**config.mk**
```make
export PLATFORM = sky130hd
export DESIGN_NAME = vga_timing_gen
export DESIGN_NICKNAME = d
export VERILOG_FILES = /design/src/rtl/vga_timing_gen.sv
export SDC_FILE = /design/constraint.sdc
export NUM_CORES = 1
export LEC_CHECK = 0
export ABC_AREA = 1
export BUFFER_PORTS_ARGS = -buffer_cell sky130_fd_sc_hd__buf_2
export CELL_PAD_IN_SITES_DETAIL_PLACEMENT = 2
export CELL_PAD_IN_SITES_GLOBAL_PLACEMENT = 2
export CORE_UTILIZATION = 34
export DETAILED_ROUTE_END_ITERATION = 16
export GPL_TIMING_DRIVEN = 0
export PLACE_DENSITY_LB_ADDON = 0.1
export SETUP_SLACK_MARGIN = 0.15
export SKIP_LAST_GASP = 1
export SYNTH_ARGS = -nofsm -noshare
export SYNTH_HDL_FRONTEND = slang
export SYNTH_SLANG_ARGS = --single-unit
```
**constraint.sdc**
```tcl
create_clock -name i_Clk -period 3.6 [get_ports i_Clk]
set_input_delay 0.72 -clock i_Clk [delete_from_list [all_inputs] [get_ports i_Clk]]
set_output_delay 0.72 -clock i_Clk [all_outputs]
set_load 0.02 [all_outputs]
```
**src/rtl/vga_timing_gen.sv**
```systemverilog
// Parametrised VGA raster timing generator: column/row counters with porch/sync
// decode, gated by a pixel-clock enable. Every output is registered.
module vga_timing_gen #(
    parameter int   c_H_VISIBLE  = 640,
    parameter int   c_H_FRONT    = 16,
    parameter int   c_H_SYNC     = 96,
    parameter int   c_H_BACK     = 48,
    parameter int   c_V_VISIBLE  = 480,
    parameter int   c_V_FRONT    = 10,
    parameter int   c_V_SYNC     = 2,
    parameter int   c_V_BACK     = 33,
    parameter logic c_H_SYNC_POL = 1'b0,
    parameter logic c_V_SYNC_POL = 1'b0,
    parameter int   c_CNT_W      = 10
) (
    input  logic               i_Clk,
    input  logic               i_Reset,
    input  logic               i_Enable,
    output logic               o_HSync,
    output logic               o_VSync,
    output logic               o_Active,
    output logic [c_CNT_W-1:0] o_ColCount,
    output logic [c_CNT_W-1:0] o_RowCount,
    output logic               o_LineStart,
    output logic               o_FrameStart
);

    localparam int H_TOTAL = c_H_VISIBLE + c_H_FRONT + c_H_SYNC + c_H_BACK;
    localparam int V_TOTAL = c_V_VISIBLE + c_V_FRONT + c_V_SYNC + c_V_BACK;

    localparam logic [c_CNT_W-1:0] H_VIS     = c_CNT_W'(c_H_VISIBLE);
    localparam logic [c_CNT_W-1:0] H_SYNC_LO = c_CNT_W'(c_H_VISIBLE + c_H_FRONT);
    localparam logic [c_CNT_W-1:0] H_SYNC_HI = c_CNT_W'(c_H_VISIBLE + c_H_FRONT + c_H_SYNC);
    localparam logic [c_CNT_W-1:0] H_LAST    = c_CNT_W'(H_TOTAL - 1);
    localparam logic [c_CNT_W-1:0] V_VIS     = c_CNT_W'(c_V_VISIBLE);
    localparam logic [c_CNT_W-1:0] V_SYNC_LO = c_CNT_W'(c_V_VISIBLE + c_V_FRONT);
    localparam logic [c_CNT_W-1:0] V_SYNC_HI = c_CNT_W'(c_V_VISIBLE + c_V_FRONT + c_V_SYNC);
    localparam logic [c_CNT_W-1:0] V_LAST    = c_CNT_W'(V_TOTAL - 1);
    localparam logic [c_CNT_W-1:0] CNT_ONE   = c_CNT_W'(1);

    logic [c_CNT_W-1:0] h_q, h_d, v_q, v_d;
    logic [c_CNT_W-1:0] col_q, col_d, row_q, row_d;
    logic               hsync_q, hsync_d, vsync_q, vsync_d;
    logic               active_q, active_d;
    logic               line_start_q, line_start_d, frame_start_q, frame_start_d;

    always_comb begin
        h_d           = h_q;
        v_d           = v_q;
        col_d         = col_q;
        row_d         = row_q;
        hsync_d       = hsync_q;
        vsync_d       = vsync_q;
        active_d      = active_q;
        line_start_d  = 1'b0;
        frame_start_d = 1'b0;
        if (i_Enable) begin
            // Outputs present the position the counters held before this tick.
            col_d         = h_q;
            row_d         = v_q;
            active_d      = (h_q < H_VIS) && (v_q < V_VIS);
            hsync_d       = ((h_q >= H_SYNC_LO) && (h_q < H_SYNC_HI)) ? c_H_SYNC_POL : ~c_H_SYNC_POL;
            vsync_d       = ((v_q >= V_SYNC_LO) && (v_q < V_SYNC_HI)) ? c_V_SYNC_POL : ~c_V_SYNC_POL;
            line_start_d  = (h_q == '0);
            frame_start_d = (h_q == '0) && (v_q == '0);
            if (h_q == H_LAST) begin
                h_d = '0;
                v_d = (v_q == V_LAST) ? '0 : v_q + CNT_ONE;
            end else begin
                h_d = h_q + CNT_ONE;
            end
        end
    end

    always_ff @(posedge i_Clk) begin
        if (i_Reset) begin
            h_q           <= '0;
            v_q           <= '0;
            col_q         <= '0;
            row_q         <= '0;
            hsync_q       <= ~c_H_SYNC_POL;
            vsync_q       <= ~c_V_SYNC_POL;
            active_q      <= 1'b0;
            line_start_q  <= 1'b0;
            frame_start_q <= 1'b0;
        end else begin
            h_q           <= h_d;
            v_q           <= v_d;
            col_q         <= col_d;
            row_q         <= row_d;
            hsync_q       <= hsync_d;
            vsync_q       <= vsync_d;
            active_q      <= active_d;
            line_start_q  <= line_start_d;
            frame_start_q <= frame_start_d;
        end
    end

    assign o_HSync      = hsync_q;
    assign o_VSync      = vsync_q;
    assign o_Active     = active_q;
    assign o_ColCount   = col_q;
    assign o_RowCount   = row_q;
    assign o_LineStart  = line_start_q;
    assign o_FrameStart = frame_start_q;

endmodule

```
==> results.ini <==
[run_status]
outcome = completed

[setup_path]
crit_path_end_kind = flip-flop
worstPathArrival_ns = 1.83
cp_max_fo = 8
worstPathRequired_ns = 3.79
critical_path_class = flip-flop to flip-flop
startpoint_type = flip-flop

[power_and_ir_drop]
sequentialPowerShare_pct = 56.1
internal_power_uw = 674
sw_frac_of_total_pct = 27.1
leakagePower_uw = 0.00102
ir_worst_vdd_uv = 196
combPwrFrac_pct = 8.8
p_switching_uw = 251
p_clk_share_pct = 35.1
power_density_nw_per_um2 = 388

[global_routing]
gr-usage-all-layers_pct = 22.4
grt_max_degree = 16
grt_overflow_total = 0
grt_pass1_wl_um = 10800
grt_pass1_vias = 2132
antenna_found_initial = 0

[layout]
drive_above_1_share_pct = 16.8
fin_util_pct = 40.5
fillers = 741
area_delta_synth_final_pct = 15.5
fin_nets = 328
diodes = 0

[route]
ant_nets = 0
num_vias = 1984
routedWlPerCell_um = 16.1
route.detailed.drc = 0
via_per_inst = 5.00
first_pass_iters = 4
totalWireLength_um = 6400
drtIter0Drc = 61

[die]
core_sq_um = 5890
dieArea_sq_um = 6390
placementRows = 28
dieHeight_um = 79.9
die_w_um = 79.9
start_util_pct = 35.1
pin_count = 28

[yosys]
ys_ff_latch = 45
syn_nets = 294
syn_inst = 287
synth-seq-area-share_pct = 43.6
yosysWarnings = 0
syn_area_sq_um = 2060
syn_area_per_cell_sq_um = 7.19
ys_types = 27

[clocking]
clk_latency_ns = 0.30
ctsResizeCount = 0
cts_hold_buf = 0
clock_path_buffers = 2
h-tree-depth = 2
cts_sinks = 45
cts_made_buffers = 5
cts.clk_slew.worst_paths_ns = 0.09
cts_root_buf = clkbuf_8
cts_tree = yes
post_cts_buffers = 0

[placement]
portBuffers = 27
routabilityCongestion = 0.779
hpwl_um = 5000

[sta]
fmax_mhz = 611
worst_pin_slew_ns = 0.593
rsz0062_at_grt = false
finalSetupViolations = 0
slew_headroom_pct = 60.5
drv_slew = 0
fin_setup_tns_ns = 0
hold_viol_final = 0
skew_ns = 0.0106
fin_crit_sh_pct = 45.5
period_minus_slack_ns = 1.64

[flow_run]
cap_violations = 0

[worst_hold_path]
min_path_type = flip-flop to flip-flop

==> worst max-delay path, stage by stage (launching register included) <==
cell and delay, ns:
dfxtp_1 0.39, ha_1 0.22, nand2_1 0.16, nor2_4 0.17, nand4_1 0.14, nand2_2 0.21, nand2_1 0.11, nand2_1 0.09
nor2_1 0.04
==> power groups by stage <==
stage                     clock network (uW)  logic [uW]  registers [uW]
after detailed placement                   0        83.1             531
after global placement                     0        80.9             530
final                                    324        81.2             519
after CTS                                339        83.2             519
after global routing                     356        90.9             521
after floorplan                            0        35.9             545
==> cells in the final DEF (no fill, tap or decap), types with 2 or more instances in the layout <==
cell	instances
nand2_1	63
dfxtp_1	45
nor2_1	39
buf_2	31
a21oi_1	30
inv_1	26
nand3_1	18
o21ai_0	15
nor3_1	7
nand4_1	7
xor2_1	5
clkbuf_8	5
ha_1	4
buf_4	3
clkbuf_1	3
nor2_2	3
inv_2	2
nor2_4	2
nand2_2	2
clkinv_2	2
clkinv_4	2
==> cells by family after synthesis <==
kind of cell	count (synthesis)	synth area share, %
flops	45	43.6
compound gates	48	12.0
xor+xnor	6	2.55
simple gates	145	31.5
fa+ha+maj	4	2.42
buf+inv	39	7.94
==> per-layer routing <==
| layer | global-route usage (%) | vias up | share of wire, % |
|---|---|---|---|
| li1 | - | 992 | - |
| met1 | 27.2 | 970 | 45 |
| met2 | 41.6 | 15 | 53 |
| met3 | 3.43 | 7 | 1.6 |
| met4 | 3.57 | 0 | 0.69 |
| met5 | 0 | - | 0 |
==> through the flow <==
step / cell area (sq um) / power [uW] / instances / hold WS, ns / setup slack [ns]
after floorplan: 2060 / 581 / 287 / 0.458 / 2.16
after global placement: 2290 / 611 / 389 / 0.448 / 1.68
after detailed placement: 2290 / 614 / 389 / 0.454 / 1.64
after CTS: 2380 / 942 / 397 / 0.469 / 1.93
after global routing: 2380 / 968 / 397 / 0.485 / 1.77
final: 2380 / 925 / 397 / 0.466 / 1.96
==> flip-flops by register name (all words and copies together) (netlist names) <==
name	count
v_q	10
o_Active	1
o_LineStart	1
o_RowCount	10
o_FrameStart	1
o_HSync	1
o_VSync	1
h_q	10
o_ColCount	10
==> synth_stat cells <==
cell type	instances	share of area, %
o21bai_1	1	0.36
nor3_1	7	1.7
o21ai_0	15	3.6
buf_2	4	0.97
a21oi_1	30	7.3
and3_1	1	0.30
inv_1	26	4.7
nand3_2	1	0.48
nand4_4	1	1.0
and2_1	1	0.30
xnor2_1	1	0.42
ha_1	4	2.4
buf_4	3	1.1
nor2_2	3	0.91
nand2_2	2	0.61
nand2_1	63	11
clkbuf_1	3	0.55
a211oi_1	1	0.36
nor2_1	39	7.1
o211ai_1	1	0.36
xor2_1	5	2.1
nand4_1	7	2.1
clkinv_2	1	0.24
nand3_1	18	4.4
dfxtp_1	45	44
inv_2	2	0.36
nor2_4	2	1.1
==> worst paths after layout <==
kind	end	startpoint	cells after the start	slack (ns)
setup / recovery	v_q[5]$_SDFFE_PP0P_	h_q[1]$_SDFFE_PP0P_	8	1.96
hold reg to reg	o_ColCount[0]$_SDFFE_PP0P_	o_ColCount[0]$_SDFFE_PP0P_	2	0.47
setup reg to reg	v_q[5]$_SDFFE_PP0P_	h_q[1]$_SDFFE_PP0P_	8	1.96
hold / removal	o_ColCount[0]$_SDFFE_PP0P_	o_ColCount[0]$_SDFFE_PP0P_	2	0.47
==> final cells by class <==
type | instances | area (sq um) | area share (%)
clock inverters | 3 | 22.5 | 0.944
clock buffers | 5 | 68.8 | 2.89
multi-input cells | 203 | 1000 | 41.9
flip-flops and latches | 45 | 901 | 37.8
well taps | 75 | 93.8 | 3.93
repair buffers | 27 | 135 | 5.67
plain buffers | 10 | 53.8 | 2.26
inverters | 29 | 110 | 4.62
No activity file was read; power rests on OpenSTA's default activity.
